**config.mk**
```make
export PLATFORM = sky130hd
export DESIGN_NAME = adc_capture_sequencer
export DESIGN_NICKNAME = d
export VERILOG_FILES = /design/src/rtl/adc_capture_sequencer_pkg.sv /design/src/rtl/adc_capture_sequencer_capture_window_counter.sv /design/src/rtl/adc_capture_sequencer.sv
export SDC_FILE = /design/constraint.sdc
export NUM_CORES = 1
export LEC_CHECK = 0
export CAP_MARGIN = 20
export CORE_UTILIZATION = 25
export CTS_CLUSTER_SIZE = 10
export DETAILED_ROUTE_END_ITERATION = 6
export GPL_ROUTABILITY_DRIVEN = 0
export HOLD_SLACK_MARGIN = 0.12
export SYNTH_ARGS = -nofsm -noshare
export SYNTH_HDL_FRONTEND = slang
export SYNTH_SLANG_ARGS = --single-unit
```
**constraint.sdc**
```tcl
create_clock -name clk -period 2.3 [get_ports clk]
set_input_delay 0.23 -clock clk [delete_from_list [all_inputs] [get_ports clk]]
set_output_delay 0.23 -clock clk [all_outputs]
set_load 0.01 [all_outputs]
```
**src/rtl/adc_capture_sequencer_pkg.sv**
```systemverilog
// adc_capture_sequencer_pkg
// Shared definitions for the ADC capture sequencer: default widths, the
// FSM state encoding and the full-scale sample codes for the default
// 13-bit two's-complement channel.
package adc_capture_sequencer_pkg;

  localparam int DATA_W_DEF  = 13;
  localparam int DELAY_W_DEF = 8;
  localparam int LEN_W_DEF   = 10;

  typedef enum logic [2:0] {
    IDLE    = 3'd0,
    ARMED   = 3'd1,
    DELAY   = 3'd2,
    CAPTURE = 3'd3,
    DONE    = 3'd4
  } state_t;

  // Most positive / most negative codes: +4095 and -4096 at 13 bits.
  localparam logic signed [DATA_W_DEF-1:0] SAT_POS = {1'b0, {(DATA_W_DEF-1){1'b1}}};
  localparam logic signed [DATA_W_DEF-1:0] SAT_NEG = {1'b1, {(DATA_W_DEF-1){1'b0}}};

endpackage

```
**src/rtl/adc_capture_sequencer_capture_window_counter.sv**
```systemverilog
// capture_window_counter
// Timing helpers for the capture FSM: a loadable down-counter for the
// trigger-to-capture delay and an up-counter for the sample index.
// Ports:
//   clk, rst        clock, synchronous active-high reset
//   dly_load/val    load the delay counter with dly_val
//   dly_dec         decrement the delay counter (stops at zero)
//   idx_clr/inc     clear / increment the sample index
//   len             latched capture length (non-zero while capturing)
//   dly_one         delay counter is at its final cycle
//   idx_term        current index is the last sample (len-1)
module capture_window_counter
  import adc_capture_sequencer_pkg::*;
#(
  parameter int DELAY_W = DELAY_W_DEF,
  parameter int LEN_W   = LEN_W_DEF
) (
  input  logic               clk,
  input  logic               rst,
  input  logic               dly_load,
  input  logic [DELAY_W-1:0] dly_val,
  input  logic               dly_dec,
  input  logic               idx_clr,
  input  logic               idx_inc,
  input  logic [LEN_W-1:0]   len,
  output logic               dly_one,
  output logic               idx_term
);

  logic [DELAY_W-1:0] dly_cnt;
  logic [LEN_W-1:0]   idx;

  always_ff @(posedge clk) begin
    if (rst) begin
      dly_cnt <= '0;
    end else if (dly_load) begin
      dly_cnt <= dly_val;
    end else if (dly_dec && dly_cnt != '0) begin
      dly_cnt <= dly_cnt - DELAY_W'(1);
    end
  end

  always_ff @(posedge clk) begin
    if (rst) begin
      idx <= '0;
    end else if (idx_clr) begin
      idx <= '0;
    end else if (idx_inc) begin
      idx <= idx + LEN_W'(1);
    end
  end

  assign dly_one  = (dly_cnt == DELAY_W'(1));
  assign idx_term = (idx == (len - LEN_W'(1)));

endmodule

```
**src/rtl/adc_capture_sequencer.sv**
```systemverilog
// adc_capture_sequencer
// Trigger-driven capture controller for one signed ADC channel. Arms on
// command, waits for a fresh trigger rising edge, counts a programmable
// delay, then gates exactly `length` samples onto a valid/last stream.
// Ports:
//   clk, rst                  clock, synchronous active-high reset
//   arm, abort                single-cycle requests (abort has priority)
//   trig                      synchronous trigger level
//   delay, length             capture setup, latched on arm
//   din                       converted sample stream
//   dout/dout_valid/dout_last captured sample stream
//   armed, busy, done         status
//   sat_count                 full-scale sample count of the last capture
// Build option: define ADC_SAT_COUNT_EN to enable the saturated-sample
// counter; otherwise sat_count is tied to zero.
//
// state   | meaning
// IDLE    | waiting for arm with a non-zero length
// ARMED   | waiting for a trigger rising edge
// DELAY   | counting trigger-to-first-sample delay
// CAPTURE | forwarding din to dout, one sample per clock
// DONE    | one-cycle done pulse, back to IDLE
module adc_capture_sequencer
  import adc_capture_sequencer_pkg::*;
#(
  parameter int DATA_W  = DATA_W_DEF,
  parameter int DELAY_W = DELAY_W_DEF,
  parameter int LEN_W   = LEN_W_DEF
) (
  input  logic                     clk,
  input  logic                     rst,
  input  logic                     arm,
  input  logic                     abort,
  input  logic                     trig,
  input  logic [DELAY_W-1:0]       delay,
  input  logic [LEN_W-1:0]         length,
  input  logic signed [DATA_W-1:0] din,
  output logic signed [DATA_W-1:0] dout,
  output logic                     dout_valid,
  output logic                     dout_last,
  output logic                     armed,
  output logic                     busy,
  output logic                     done,
  output logic [LEN_W-1:0]         sat_count
);

  state_t             state;
  logic               trig_q;
  logic               rise;
  logic [DELAY_W-1:0] dly_q;
  logic [LEN_W-1:0]   len_q;
  logic               dly_one;
  logic               idx_term;
  logic               arm_ok;

  assign rise   = trig & ~trig_q;
  assign arm_ok = (state == IDLE) && arm && (length != '0) && !abort;

  capture_window_counter #(
    .DELAY_W (DELAY_W),
    .LEN_W   (LEN_W)
  ) u_window (
    .clk      (clk),
    .rst      (rst),
    .dly_load ((state == ARMED) && rise && !abort),
    .dly_val  (dly_q),
    .dly_dec  (state == DELAY),
    .idx_clr  (state != CAPTURE),
    .idx_inc  (state == CAPTURE),
    .len      (len_q),
    .dly_one  (dly_one),
    .idx_term (idx_term)
  );

  always_ff @(posedge clk) begin
    if (rst) begin
      state      <= IDLE;
      trig_q     <= 1'b0;
      dly_q      <= '0;
      len_q      <= '0;
      dout       <= '0;
      dout_valid <= 1'b0;
      dout_last  <= 1'b0;
      armed      <= 1'b0;
      busy       <= 1'b0;
      done       <= 1'b0;
    end else begin
      trig_q <= trig;
      done   <= 1'b0;
      if (abort) begin
        state      <= IDLE;
        dout_valid <= 1'b0;
        dout_last  <= 1'b0;
        armed      <= 1'b0;
        busy       <= 1'b0;
      end else begin
        case (state)
          IDLE: begin
            dout_valid <= 1'b0;
            dout_last  <= 1'b0;
            if (arm_ok) begin
              dly_q <= delay;
              len_q <= length;
              armed <= 1'b1;
              busy  <= 1'b1;
              state <= ARMED;
            end
          end
          ARMED: begin
            if (rise) begin
              armed <= 1'b0;
              state <= (dly_q != '0) ? DELAY : CAPTURE;
            end
          end
          DELAY: begin
            if (dly_one) state <= CAPTURE;
          end
          CAPTURE: begin
            dout       <= din;
            dout_valid <= 1'b1;
            if (idx_term) begin
              dout_last <= 1'b1;
              busy      <= 1'b0;
              state     <= DONE;
            end
          end
          DONE: begin
            dout_valid <= 1'b0;
            dout_last  <= 1'b0;
            done       <= 1'b1;
            state      <= IDLE;
          end
          default: state <= IDLE;
        endcase
      end
    end
  end

`ifdef ADC_SAT_COUNT_EN
  localparam logic signed [DATA_W-1:0] FS_POS = {1'b0, {(DATA_W-1){1'b1}}};
  localparam logic signed [DATA_W-1:0] FS_NEG = {1'b1, {(DATA_W-1){1'b0}}};

  logic [LEN_W-1:0] sat_q;

  // Counts exactly the samples that reach dout, so an aborting edge
  // (which captures nothing) does not count.
  always_ff @(posedge clk) begin
    if (rst) begin
      sat_q <= '0;
    end else if (arm_ok) begin
      sat_q <= '0;
    end else if (!abort && state == CAPTURE && (din == FS_POS || din == FS_NEG)
                 && sat_q != '1) begin
      sat_q <= sat_q + LEN_W'(1);
    end
  end

  assign sat_count = sat_q;
`else
  assign sat_count = '0;
`endif

endmodule

```
==> impl_metrics.py, run 1 <==
metrics = {
    "run_status": {
        "status": "finished, final reports clean",
    },
    "cts": {
        "clockBufferDepth": 2,
        "worstSkewPairLatency_ps": 330,
        "cts_tree": "built",
        "clk_pin_slew_worst_paths_ps": 60,
        "cts.sinks": 58,
        "htreeDepth": 3,
        "cts_root_buffer": "clkbuf_8",
        "hold_buffers": 0,
        "cts_buffers": 9,
    },
    "global_routing": {
        "gr-total-overflow": 0,
        "grt_pass1_wl_mm": 11.2,
        "antenna_found_initial": 0,
        "grt_pass1_vias": 2402,
        "grt_max_degree": 26,
        "grt_use_total_pct": 12.7,
    },
    "finish": {
        "finalNetCount": 443,
        "drive_above_1_share_pct": 11.3,
        "seq_area_sq_mm": 0.00116,
        "multi_input_area_sq_mm": 0.00145,
        "area_growth_pct": 37.1,
        "n_fill_cell": 1089,
        "antenna_cells": 0,
        "design_area_sq_mm": 0.00369,
    },
    "detailed_routing": {
        "vias_per_cell": 4.58,
        "first_pass_iters": 4,
        "drc": 0,
        "via_count": 2487,
        "routed_wl_mm": 6.81,
        "drt_iter0_drc": 135,
        "wl_per_cell_microns": 12.5,
        "drtAntennaViolNets": 0,
    },
    "timing": {
        "maxSlewViolCount": 0,
        "whs_ps": 441,
        "fmax_ghz": 0.440,
        "setup_violations": 0,
        "period_minus_slack_ps": 2270,
        "timing.final.ws_setup_ps": 26.5,
        "finClkSkew_ps": 6.46,
        "finalCritPeriodShare_pct": 98.8,
        "rsz0062_at_grt": "yes",
        "hold_violations": 0,
    },
    "floorplan": {
        "die_h_microns": 106,
        "io_pins": 64,
        "die_w_microns": 106,
        "rows": 37,
        "start_util_pct": 26.0,
        "fp.coreArea_sq_mm": 0.0104,
        "die-area_sq_mm": 0.0112,
    },
    "placed_design": {
        "dpl_worst_slack_ps": -128,
        "placed_area_sq_mm": 0.00345,
        "port-buffer-count": 53,
        "dp_hpwl_mm": 5.05,
    },
    "pwr": {
        "internal-power_w": 0.00164,
        "combPwrFrac_pct": 12.0,
        "switching_share_pct": 24.1,
        "power.density_mw_per_mm2": 585,
        "power_frac_clock_pct": 39.8,
        "seqPwrFrac_pct": 48.2,
        "p_sw_w": 0.000519,
        "peakVddDrop_v": 0.000253,
        "leakage_nw": 1.29,
    },
    "setup_path": {
        "cp_data_required_time_ps": 2580,
        "critPathArrivalTime_ps": 2550,
        "critical_path_peak_fanout": 4,
        "startpoint_type": "flop",
        "cp-end-kind": "flop",
        "worst-setup-path-type": "reg2reg",
    },
    "logic_synthesis": {
        "synth-edff-count": 0,
        "ys_seq_area_share_pct": 43.1,
        "synthesis.area_sq_mm": 0.00269,
        "synth_area_leaders": "dfxtp_1, nand2_1, a21oi_1",
        "synth.avg_cell_area_sq_um": 8.11,
        "ys_warn_count": 0,
        "synth_most_common_cell": "nand2_1",
        "synth_top_area_share_pct": 43.1,
        "synth-async-reset-ratio_pct": 0,
        "synth_seq_cells": 58,
        "synth_ff_type": "dfxtp_1",
        "synth_top_area_cell": "dfxtp_1",
        "netlist_instances": 332,
        "ys_types": 44,
        "synth_commonest_cells": "nand2_1, dfxtp_1, a21oi_1",
    },
    "hold_path": {
        "hold_class": "in2reg",
    },
    "flow_run": {
        "timing.max_cap.violations": 0,
    },
}
[cell type report]
class	count	share of cell area, %
timing repair buffer	75	18.9
multi-input combinational	251	39.3
clock buffer	14	4.68
inverter	7	0.712
tap	136	4.61
clock inverter	2	0.271
sequential	58	31.5
[path summary, 6_finish.rpt]
path	from	end	slack, ps	cells past startpoint
worst max-delay path	len_q[3]$_SDFFE_PP0P_	dout_last$_SDFFE_PP0P_	30	6
worst min-delay path	din[8]	dout[8]$_SDFFE_PP0P_	440	3
worst max register to register	len_q[3]$_SDFFE_PP0P_	dout_last$_SDFFE_PP0P_	30	6
worst min register to register	dout[12]$_SDFFE_PP0P_	dout[12]$_SDFFE_PP0P_	450	2
[sequential cells by signal, indices dropped and copies added, names as in the netlist]
signal / flops
u_window.idx: 10
u_window.dly_cnt: 8
busy: 1
dout_valid: 1
dly_q: 8
trig_q: 1
done: 1
dout: 13
state: 3
armed: 1
dout_last: 1
len_q: 10
[power groups by stage]
stage | sequential (W) | clock [W] | combinational, W
global route | 0.00104 | 0.000934 | 0.000284
detailed placement | 0.00106 | 0 | 0.000244
CTS | 0.00104 | 0.000887 | 0.000250
finish | 0.00104 | 0.000858 | 0.000260
global placement | 0.00106 | 0 | 0.000241
floorplan | 0.00106 | 0 | 0.000136
[routing by layer]
layer	GRT usage [%]	wire length, microns	share of wire, %
met1	15.7	3140	46
met2	19.5	3050	45
met5	0	0	0
met3	4.51	470	6.9
met4	6.05	151	2.2
[placed cells by master, fill, tap and decap left out, types with 2 or more instances in the layout]
master / instances
nor4_1: 5
a31oi_1: 5
nand2b_1: 2
xor2_1: 9
clkbuf_1: 2
dfxtp_1: 57
nor2_1: 22
and3_1: 6
conb_1: 10
inv_1: 6
nand3b_1: 2
or3_1: 3
clkinv_2: 2
nor3_1: 8
or4_1: 2
clkbuf_8: 12
nor2b_1: 2
nand3_1: 11
a21boi_0: 2
ha_1: 5
a22oi_1: 3
xnor2_1: 14
a211oi_1: 2
a21oi_1: 40
nand2_1: 69
nor4bb_1: 2
buf_4: 22
o21ai_0: 7
clkdlybuf4s50_1: 53
[cells by family (layout without fill, tap and decap cells)]
kind of cell	count (synthesis)	count (layout)	synth area share (%)
other	1	10	0.139
and+or+nand+nor	141	141	24.5
AOI/OAI and AO/OA	72	72	16.6
buffers and inverters	32	98	5.86
xor gates and xnor gates	23	23	7.49
adders and majority gates	5	5	2.32
DFF	58	58	43.1
[metrics by stage]
| stage | cells | power (W) | TNS, ps | utilization (%) |
|---|---|---|---|---|
| 2_1_floorplan | 341 | 0.00120 | 0 | - |
| 3_3_place_gp | 525 | 0.00130 | -317 | 33.3 |
| 3_5_place_dp | 525 | 0.00131 | -843 | 33.3 |
| 4_1_cts | 541 | 0.00218 | 0 | 35.2 |
| 5_1_grt | 543 | 0.00226 | -145 | 35.6 |
| 6_report | 543 | 0.00216 | 0 | 35.6 |
[timing repair]
action                     4_1_cts  5_1_grt
pin swaps                        2        6
setup endpoints to repair        5        5
resized for setup                2        4
setup buffers                    0        2
[critical path, stage by stage, from the launching register on]
cell,delay [ps]
dfxtp_2,320
or4_4,530
or3_4,350
a2111oi_4,360
o2111ai_2,230
a21oi_4,230
a41o_1,190
Note: power is estimated with default switching activity, not from simulation.
==> inputs of run 2 (changes only) <==
- HOLD_SLACK_MARGIN: 0.12 -> 0.06
- SYNTH_HIERARCHICAL: default -> 1
==> impl_metrics.py, run 2 <==
metrics = {
    "run_status": {
        "status": "finished, final reports clean",
    },
    "finish": {
        "n_fill_cell": 1190,
        "area_growth_pct": 37.8,
        "largest_registers": "dout: 13 flops, len_q: 10 flops, u_window/idx: 10 flops",
        "multi_input_area_sq_mm": 0.00178,
        "layout_common_cells": "dfxtp_1, clkdlybuf4s50_1, nand2_1",
        "antenna_cells": 0,
        "instances_no_fill": 568,
        "final_common_cell": "dfxtp_1",
        "top_register": "dout",
        "seq_area_sq_mm": 0.00116,
        "finalNetCount": 456,
        "design_area_sq_mm": 0.00421,
        "drive_above_1_share_pct": 15.0,
        "largest_register_ffs": 13,
    },
    "floorplan": {
        "die-area_sq_mm": 0.0127,
        "die_w_microns": 113,
        "die_h_microns": 113,
        "rows": 40,
        "start_util_pct": 25.5,
        "fp.coreArea_sq_mm": 0.0120,
        "io_pins": 64,
    },
    "detailed_routing": {
        "drtAntennaViolNets": 0,
        "wl_met1_mm": 3.56,
        "wl_per_cell_microns": 13.5,
        "drc": 0,
        "dr.max_layer_used": "met4",
        "routed_wl_mm": 7.67,
        "drt_iter0_drc": 150,
        "via_count": 2650,
        "wl_met2_mm": 3.71,
        "vias_per_cell": 4.67,
        "wl_met3_microns": 264,
        "first_pass_iters": 4,
    },
    "timing": {
        "hold_violations": 0,
        "max-slew-margin-rel_pct": 52.9,
        "finalCritPeriodShare_pct": 96.0,
        "period_minus_slack_ps": 2210,
        "finClkSkew_ps": 6.32,
        "worst_slew_pin_slew_ps": 707,
        "fmax_ghz": 0.453,
        "rsz0062_at_grt": "yes",
        "setup_violations": 0,
        "maxSlewViolCount": 0,
    },
    "setup_path": {
        "reg2reg_depth": 10,
        "worst-setup-path-type": "reg2reg",
        "crit_chain": "or3_4 > nor4b_4 > xnor2_1 > o2111ai_1 > nor4b_2 > buf_4 > nand2_1 > o21ai_1 > nand3_1 > and4b_1",
        "regToRegSetupSlack_ps": 90,
        "cp-startpoint": "len_q[0]$_SDFFE_PP0P_",
        "cp_data_required_time_ps": 2510,
        "slowest_delay_ps": 420,
        "startpoint_type": "flop",
        "crit_family": "simple AND/OR/NAND/NOR gates",
        "critical_path_peak_fanout": 4,
        "critPathArrivalTime_ps": 2420,
        "crit_slowest_cell": "or3_4",
        "path_buf_inv": 1,
        "cp-end-kind": "flop",
        "reg2reg_to": "state[0]$_SDFFE_PP0P_",
        "rr_startpoint": "len_q[0]$_SDFFE_PP0P_",
    },
    "logic_synthesis": {
        "ys_types": 52,
        "synth_seq_cells": 58,
        "synth_most_common_cell": "dfxtp_1",
        "synth_top_area_share_pct": 38.0,
        "synth_top_area_cell": "dfxtp_1",
        "synth_area_leaders": "dfxtp_1, nand2b_1, mux2i_1",
        "synth.avg_cell_area_sq_um": 8.68,
        "netlist_instances": 352,
        "ys_warn_count": 6,
        "ys_seq_area_share_pct": 38.0,
        "synth-edff-count": 0,
        "synth_commonest_cells": "dfxtp_1, nand2_1, nand2b_1",
        "synth-async-reset-ratio_pct": 0,
        "synthesis.area_sq_mm": 0.00305,
        "synth_ff_type": "dfxtp_1",
    },
    "cts": {
        "cts_tree": "built",
        "clockBufferDepth": 2,
        "cts.sinks": 58,
        "hold_buffers": 0,
        "worstSkewPairLatency_ps": 320,
        "cts_root_buffer": "clkbuf_16",
        "cts_buffers": 9,
        "htreeDepth": 3,
        "clk_pin_slew_worst_paths_ps": 50,
    },
    "hold_path": {
        "hold_start": "rst",
        "hold_end": "u_window/dly_cnt[0]$_SDFFE_PP0P_",
        "hold_class": "in2reg",
        "hold_path_depth": 2,
    },
    "pwr": {
        "power_frac_clock_pct": 54.0,
        "leakage_nw": 1.53,
        "internal-power_w": 0.00230,
        "p_sw_w": 0.000610,
        "switching_share_pct": 21.0,
        "combPwrFrac_pct": 9.9,
        "seqPwrFrac_pct": 36.1,
        "power.density_mw_per_mm2": 691,
        "peakVddDrop_v": 0.000285,
    },
    "global_routing": {
        "grt_max_degree": 48,
        "grt_use_total_pct": 12.7,
        "grt_pass1_wl_mm": 12.8,
        "grt_pass1_vias": 2617,
        "gr-total-overflow": 0,
        "antenna_found_initial": 0,
    },
    "placed_design": {
        "dp.cells": 549,
        "port-buffer-count": 53,
        "dp_hpwl_mm": 5.39,
        "placed_area_sq_mm": 0.00377,
    },
    "flow_run": {
        "timing.max_cap.violations": 0,
    },
}
run 2: worst max-delay path by stage:
stage	endpoint	slack, ps	depth (start not counted)
after floorplan	state[0]$_SDFFE_PP0P_	100	11
after global placement	armed$_SDFFE_PP0P_	30	5
after detailed placement	state[0]$_SDFFE_PP0P_	-20	9
after CTS	state[0]$_SDFFE_PP0P_	6	10
after global routing	state[0]$_SDFFE_PP0P_	-70	10
final	state[0]$_SDFFE_PP0P_	90	10
run 2: layout make-up:
cell class,count,area share [%]
Clock buffer,11,6.00
Clock inverter,5,2.38
Inverter,14,1.25
Multi-Input combinational cell,260,42.3
Sequential cell,58,27.6
Tap cell,147,4.37
Timing Repair Buffer,73,16.1
run 2: kinds of logic (layout without fill, tap and decap cells):
| group | after synthesis | after routing | share of synthesized area [%] |
|---|---|---|---|
| simple gates | 151 | 151 | 27.9 |
| buf+inv | 43 | 103 | 6.92 |
| other cells | 1 | 10 | 0.123 |
| xor+xnor | 25 | 25 | 7.17 |
| fa+ha+maj | 4 | 4 | 1.64 |
| compound gates | 55 | 55 | 13.3 |
| flops | 58 | 58 | 38.0 |
| mux | 15 | 15 | 4.92 |
run 2: routing by layer:
layer | vias to the layer above | track usage, %
met5 | - | 0
met4 | 0 | 4.62
met3 | 12 | 3.62
met2 | 62 | 20.6
met1 | 1266 | 16.2
li1 | 1310 | -
run 2: stage by stage:
| step | setup slack, ps | total power, W | util [%] | hold slack (ps) | TNS (ps) |
|---|---|---|---|---|---|
| after CTS | 6.11 | 0.00291 | 34.5 | 436 | 0 |
| after global routing | -71.4 | 0.00301 | 35.2 | 467 | -71.4 |
| after global placement | 26.9 | 0.00133 | 31.5 | 444 | 0 |
| after floorplan | 98.2 | 0.00123 | - | 358 | 0 |
| after detailed placement | -15.3 | 0.00133 | 31.5 | 450 | -15.3 |
| final | 90.9 | 0.00291 | 35.2 | 446 | 0 |
run 2: power by group through the flow:
stage	clock [W]	sequential, W	combinational (W)
5_1_grt	0.00165	0.00105	0.000313
3_3_place_gp	0	0.00107	0.000258
6_report	0.00157	0.00105	0.000287
2_1_floorplan	0	0.00106	0.000164
3_5_place_dp	0	0.00107	0.000260
4_1_cts	0.00160	0.00105	0.000263
run 2: repair_timing:
item / 4_1_cts / 5_1_grt
pin swaps: 1 / 6
setup endpoints to repair: 1 / 5
buffers inserted: 1 / 2
gates resized for setup: 0 / 16
